==> config.mk <==
export PLATFORM = sky130hd
export DESIGN_NAME = pipe_stage_skid
export DESIGN_NICKNAME = d
export VERILOG_FILES = /design/src/rtl/pipe_pkg.sv /design/src/rtl/pipe_entry.sv /design/src/rtl/pipe_stage_skid.sv
export SDC_FILE = /design/constraint.sdc
export NUM_CORES = 1
export LEC_CHECK = 0
export ABC_AREA = 1
export BUFFER_PORTS_ARGS = -buffer_cell sky130_fd_sc_hd__buf_2
export CORE_MARGIN = 3
export CORE_UTILIZATION = 26
export DETAILED_ROUTE_END_ITERATION = 6
export PLACE_DENSITY = 0.48
export REMOVE_ABC_BUFFERS = 1
export SYNTH_ARGS = -nofsm -noshare
export SYNTH_HDL_FRONTEND = slang
export SYNTH_SLANG_ARGS = --single-unit
==> constraint.sdc <==
create_clock -name clk -period 1.2 [get_ports clk]
set_clock_uncertainty 0.2 [all_clocks]
set_input_delay 0.18 -clock clk [delete_from_list [all_inputs] [get_ports clk]]
set_output_delay 0.18 -clock clk [all_outputs]
set_load 0.01 [all_outputs]
==> src/rtl/pipe_pkg.sv <==
// rtl/pipe_pkg.sv - shared types and default widths for the skid pipeline stage
package pipe_pkg;

    localparam int PIPE_CTRL_W = 3;
    localparam int PIPE_DATA_W = 100;

    typedef logic [1:0] pipe_count_t;

    function automatic pipe_count_t pipe_occupancy(input logic main_valid, input logic skid_valid);
        return pipe_count_t'({1'b0, main_valid}) + pipe_count_t'({1'b0, skid_valid});
    endfunction

endpackage

==> src/rtl/pipe_entry.sv <==
// rtl/pipe_entry.sv - one valid+ctrl+data holding register with load and clear
module pipe_entry #(
    parameter int CTRL_W = 3,
    parameter int DATA_W = 100
) (
    input  logic              clk,
    input  logic              rst,
    input  logic              load,
    input  logic              clear,
    input  logic [CTRL_W-1:0] d_ctrl,
    input  logic [DATA_W-1:0] d_data,
    output logic              valid,
    output logic [CTRL_W-1:0] q_ctrl,
    output logic [DATA_W-1:0] q_data
);

    // Clear beats load so a flush wins; ctrl is zeroed with valid so it is
    // bubble-safe straight from the register, while data keeps its last value.
    always_ff @(posedge clk) begin
        if (rst) begin
            valid  <= 1'b0;
            q_ctrl <= '0;
            q_data <= '0;
        end else if (clear) begin
            valid  <= 1'b0;
            q_ctrl <= '0;
        end else if (load) begin
            valid  <= 1'b1;
            q_ctrl <= d_ctrl;
            q_data <= d_data;
        end
    end

endmodule

==> src/rtl/pipe_stage_skid.sv <==
// rtl/pipe_stage_skid.sv - valid/ready pipeline stage; PIPE_SKID_BUF_EN adds a skid entry
module pipe_stage_skid
    import pipe_pkg::*;
#(
    parameter int CTRL_W = PIPE_CTRL_W,
    parameter int DATA_W = PIPE_DATA_W
) (
    input  logic              clk,
    input  logic              rst,
    input  logic              flush,
    input  logic              in_valid,
    output logic              in_ready,
    input  logic [CTRL_W-1:0] in_ctrl,
    input  logic [DATA_W-1:0] in_data,
    output logic              out_valid,
    input  logic              out_ready,
    output logic [CTRL_W-1:0] out_ctrl,
    output logic [DATA_W-1:0] out_data,
    output logic [1:0]        count
);

    logic              main_valid;
    logic              main_load;
    logic              main_clear;
    logic [CTRL_W-1:0] main_d_ctrl;
    logic [DATA_W-1:0] main_d_data;
    logic              accept;
    logic              pop;

    assign accept = in_valid && in_ready;
    assign pop    = main_valid && out_ready;

`ifdef PIPE_SKID_BUF_EN
    logic              skid_valid;
    logic              skid_load;
    logic              skid_clear;
    logic [CTRL_W-1:0] skid_ctrl;
    logic [DATA_W-1:0] skid_data;

    assign in_ready = !skid_valid;

    // A held skid beat refills main on the same edge main drains.
    assign main_d_ctrl = skid_valid ? skid_ctrl : in_ctrl;
    assign main_d_data = skid_valid ? skid_data : in_data;
    assign main_load   = !flush && (skid_valid ? pop : (accept && (pop || !main_valid)));
    assign main_clear  = flush || (pop && !skid_valid && !accept);
    assign skid_load   = !flush && accept && main_valid && !pop;
    assign skid_clear  = flush || (pop && skid_valid);

    pipe_entry #(
        .CTRL_W (CTRL_W),
        .DATA_W (DATA_W)
    ) u_skid (
        .clk    (clk),
        .rst    (rst),
        .load   (skid_load),
        .clear  (skid_clear),
        .d_ctrl (in_ctrl),
        .d_data (in_data),
        .valid  (skid_valid),
        .q_ctrl (skid_ctrl),
        .q_data (skid_data)
    );

    assign count = pipe_occupancy(main_valid, skid_valid);
`else
    assign in_ready    = out_ready || !main_valid;
    assign main_d_ctrl = in_ctrl;
    assign main_d_data = in_data;
    assign main_load   = !flush && accept;
    assign main_clear  = flush || (pop && !accept);
    assign count       = pipe_occupancy(main_valid, 1'b0);
`endif

    pipe_entry #(
        .CTRL_W (CTRL_W),
        .DATA_W (DATA_W)
    ) u_main (
        .clk    (clk),
        .rst    (rst),
        .load   (main_load),
        .clear  (main_clear),
        .d_ctrl (main_d_ctrl),
        .d_data (main_d_data),
        .valid  (main_valid),
        .q_ctrl (out_ctrl),
        .q_data (out_data)
    );

    assign out_valid = main_valid;

endmodule

# Word-level counts from Yosys, hierarchy flattened
# Cells that the tools add are included.
[word_totals] elab_cells=15 register_bits=104
[classes] bitwise_logic=1 reduce_logical=11
[op_table] cell="1-bit logical AND" count=4
[op_table] cell="1-bit zero test" count=3
[op_table] cell="1-bit logical OR" count=2
[op_table] cell="2-bit AND reduction" count=1
[op_table] cell="2-bit OR reduction" count=1
[op_table] cell="1-bit NOT" count=1

# Depth between registers and ports, before layout
[logic_depth] word_depth=8 mapped_depth=7 ltp_nobuf=5

# Modules after synthesis
# From an unflattened synthesis, not the netlist that was laid out.
[hier_totals] cells_unflattened=676 area_unflattened_um2=4476.8
[by_module_without_submodules] mod="pipe_entry" area_per_inst_um2=4420.5 seq_area_each_um2=2082.0 n_inst=1 cells_each=664
[by_module_without_submodules] mod="pipe_stage_skid" area_per_inst_um2=56.3 seq_area_each_um2=0.0 n_inst=1 cells_each=12

# Worst setup path before layout
# Ideal clock, no wire load.
[synth_timing] path_kind="reg2reg" startpoint="register u_main.valid" endpoint="register u_main.q_data[80]" path_buffers=2 slack_ns=-0.191 arrival_ns=1.076 path_stages_with_launch=6 path_cell_list="dfxtp_1 -> nand2_2 -> buf_2 -> buf_2 -> a21oi_1 -> nor2_1"
[synth_between] elab_chain_cells=8 word_cells_on_any_way=10 cone_classes="bitwise (1); reduce/logical (9)"
[synth_rtl] item="start, declared" line="pipe_entry.sv:12" text="output logic valid,"
[synth_rtl] item="start signal, assigned" line="pipe_entry.sv:21" text="valid <= 1'b0;"
[synth_rtl] item="start signal, assigned" line="pipe_entry.sv:25" text="valid <= 1'b0;"
[synth_rtl] item="start signal, assigned" line="pipe_entry.sv:28" text="valid <= 1'b1;"
[synth_rtl] item="1-bit zero test (*)" line="pipe_stage_skid.sv:67" text="assign in_ready = out_ready || !main_valid;"
[synth_rtl] item="1-bit logical OR (*)" line="pipe_stage_skid.sv:67"
[synth_rtl] item="net in_ready" line="pipe_stage_skid.sv:12" text="output logic in_ready,"
[synth_rtl] item="1-bit logical AND (*)" line="pipe_stage_skid.sv:30" text="assign accept = in_valid && in_ready;"
[synth_rtl] item="1-bit zero test" line="pipe_stage_skid.sv:71" text="assign main_clear = flush || (pop && !accept);"
[synth_rtl] item="1-bit logical AND" line="pipe_stage_skid.sv:71"
[synth_rtl] item="1-bit logical OR" line="pipe_stage_skid.sv:71"
[synth_rtl] item="1-bit NOT (no source line)"
[synth_rtl] item="2-bit AND reduction (no source line) (*)"
[synth_rtl] item="end signal, assigned" line="pipe_entry.sv:30" text="q_data <= d_data;"
[synth_rtl] item="end, declared" line="pipe_entry.sv:14" text="output logic [DATA_W-1:0] q_data"
# The timed path passes the listed nets; every way through them passes the cells marked *.
# A chain may end at the register's enable or synchronous reset.

# Worst setup path after layout
[layout_timing] startpoint="register u_main.valid" endpoint="register u_main.q_data[92]"
[layout_between] elab_chain_cells=8 word_cells_on_any_way=10 cone_classes="bitwise (1); reduce/logical (9)"
[layout_rtl] item="1-bit zero test" line="pipe_stage_skid.sv:67"
[layout_rtl] item="1-bit logical OR" line="pipe_stage_skid.sv:67"
[layout_rtl] item="1-bit logical AND" line="pipe_stage_skid.sv:30"
[layout_rtl] item="1-bit zero test" line="pipe_stage_skid.sv:71"
[layout_rtl] item="1-bit logical AND" line="pipe_stage_skid.sv:71"
[layout_rtl] item="1-bit logical OR" line="pipe_stage_skid.sv:71"
[layout_rtl] item="1-bit NOT (no source line)"
[layout_rtl] item="2-bit AND reduction (no source line) (*)"
# Mark *: on every way between the ends. The rest lies on a longest branch, timed or not.

==> results.txt <==
Crit Path Max Fanout: 9
Clock Pin Slew Worst Setup and Hold Paths: 0.07 ns
Post-DP HPWL: 9.64 mm
Peak VDD IR: 744 uV
Dpl ws: -0.142 ns
Drt wl/cell: 14.3 um
Sequential element share of the synthesized area: 45.1%
Arr. time, crit path: 1.47 ns
Die ar.: 19400 um2
Reg2reg end: u_main.q_data[92]
Switch Pwr: 2.57 mW
Final setup TNS: -17.55 ns
R2R depth: 6
WL final: 18.5 mm
DR vias/cell: 4.47
Via count: 5780
Layout cells sized above 1: 59.2%
Clock power frac: 33.2%
Row count: 48
Cell breakdown of the critical path: nand2_8 > buf_12 > buf_12 > buf_16 > a21oi_1 > nor2_1
Max cap viols: 0
Placer Congestion: 0.723
# IOs: 215
First-pass GRT wire length: 25.7 mm
Initial Util: 26.6%
Status: complete, but fails checks
Power per cell area: 937 nW/um2
Gate power share: 25.8%
Largest net degree at the start of global routing: 49
Final hold viol count: 0
CP peak stage delay: 0.38 ns
Failing checks: negative setup slack
Initial antenna violation count: 0
Layout Cells excl Fill: 1294
Leak Pwr: 4.93 nW
Vias in the first global route: 5198
Class of the worst hold path: input port to register
DR pass1 iterations: 4
Crit path to: u_main.q_data[92]
Netlist Area Pre-Place: 4620 um2
Cell mode on critical path: buf_12
CP required: 1.24 ns
H-tree depth: 3
Pwr Total: 9.57 mW
Critical path startpoint: u_main.valid
F_max: 703 MHz
Total CTS buffers: 9
Diode count: 0
Total Nets Final: 1172
Fin. max-slew vios: 0
Port Buffers: 213
Placed Area: 6170 um2
Max stage delay cell, worst path: dfxtp_4
Clock buffer depth: 2
WHS: 0.0486 ns
# DRC: 0
Synth warn: 0
Dpl cells: 1110
Int Pwr: 7.00 mW
Synth Register Bits: 104
# setup viols final: 105
Fillers: 1470
Min Tclk post-route: 1.42 ns
Core area: 17400 um2
Final setup margin: -0.223 ns
Die Wd: 139 um
Routed Antenna Nets: 0
Worst-Skew Late Latency: 0.35 ns
Clock tree sinks: 104
Sequential Power Share: 41.0%
WS Path Type: register to register
Gr usage total: 15.9%
CTS tree: done
Root buf cell: clkbuf_16
R2r setup slk: -0.22 ns
Worst Setup End Kind: register
Average cell area after synthesis: 6.70 um2
Commonest non-fill, non-tap cell in the layout: buf_2
Design area: 10200 um2
Die Y: 139 um
Reg-to-reg critical path startpoint: u_main.valid
Synth Instances: 689
Switch share: 26.9%
Initial DRC Count: 157
Fin util: 58.8%
CP Launch Type: register
Most frequent cells in the layout: 108 x buf_2, 106 x buf_6, 104 x inv_1
Fin crit share: 119%
Synth unique cells: 16
Grt total ovfl: 0
Unrepaired setup endpoints after global routing: yes
Area Overhead vs Synth: 121%
==> registers in the layout (all words and copies together), names as in the netlist <==
signal,flops
u_main.q_data,100
u_main.valid,1
u_main.q_ctrl,3
==> routing by layer <==
| metal | track usage (%) | part of all wire, % | vias to the layer above |
|---|---|---|---|
| li1 | - | - | 2889 |
| met1 | 19.9 | 43 | 2717 |
| met2 | 26.7 | 50 | 160 |
| met3 | 5.09 | 5.8 | 14 |
| met4 | 3.24 | 0.93 | 0 |
| met5 | 0 | 0 | - |
==> worst max-delay path: cells and delay by family, from the launching register on <==
family                 cells  cell delay [ns]
buffers and inverters      3             0.45
flip-flops                 1             0.38
AO/OA/AOI/OAI              1             0.16
AND/OR/NAND/NOR            2             0.12
==> power by group through the flow <==
| stage | logic [mW] | registers [mW] | clock network, mW |
|---|---|---|---|
| CTS | 2.06 | 3.89 | 3.30 |
| global route | 2.67 | 3.95 | 3.39 |
| global placement | 1.41 | 3.87 | 0 |
| floorplan | 0.621 | 3.98 | 0 |
| detailed placement | 1.41 | 3.87 | 0 |
| finish | 2.47 | 3.92 | 3.18 |
==> how the worst min path moves through the flow <==
stage,end,slack (ns),start,depth (start not counted)
2_1_floorplan,u_main.valid,0.15,flush,3
3_3_place_gp,u_main.q_data[89],0.25,u_main.q_data[89],2
3_5_place_dp,u_main.q_data[59],0.26,u_main.q_data[59],2
4_1_cts,u_main.valid,0.02,in_valid,3
5_1_grt,u_main.valid,0.06,in_valid,3
6_report,u_main.valid,0.05,in_valid,3
==> cells in the mapped netlist <==
library cell  count  share of area (%)
inv_1           105                8.5
clkbuf_1         12               0.98
nor3_1            1               0.11
nor2_4            1               0.24
dfxtp_1         104                 45
buf_1            12               0.98
inv_2             2               0.16
buf_4            11                1.8
clkbuf_4          1               0.16
nor2_1          106                8.6
nand2_1         105                8.5
conb_1            1              0.081
a21oi_1         103                 11
nand2_2           1               0.14
nand3_1         103                 11
buf_2            21                2.3
==> cell families after synthesis <==
| family | share of synthesized area, % |
|---|---|
| simple gates | 28.8 |
| buf+inv | 14.9 |
| flops | 45.1 |
| compound gates | 11.2 |
| other cells | 0.0812 |
==> timing repair <==
action                                  in CTS  in global routing
endpoints found under the setup margin     209                191
buffers inserted                            21                 23
hold buffers                               103                  0
gates cloned                                 5                 16
resized for setup                          274                180
pin swaps                                   16                116
endpoints found under the hold margin      103                  0
==> layout make-up <==
class | instances | area (um2) | area share, %
inverter | 107 | 403 | 3.94
timing repair buffer | 421 | 4210 | 41.2
tap | 225 | 282 | 2.76
clock buffer | 14 | 284 | 2.78
multi-input combinational | 421 | 2780 | 27.2
sequential | 104 | 2220 | 21.8
clock inverter | 2 | 35.0 | 0.343
No activity file was read; power rests on OpenSTA's default activity.
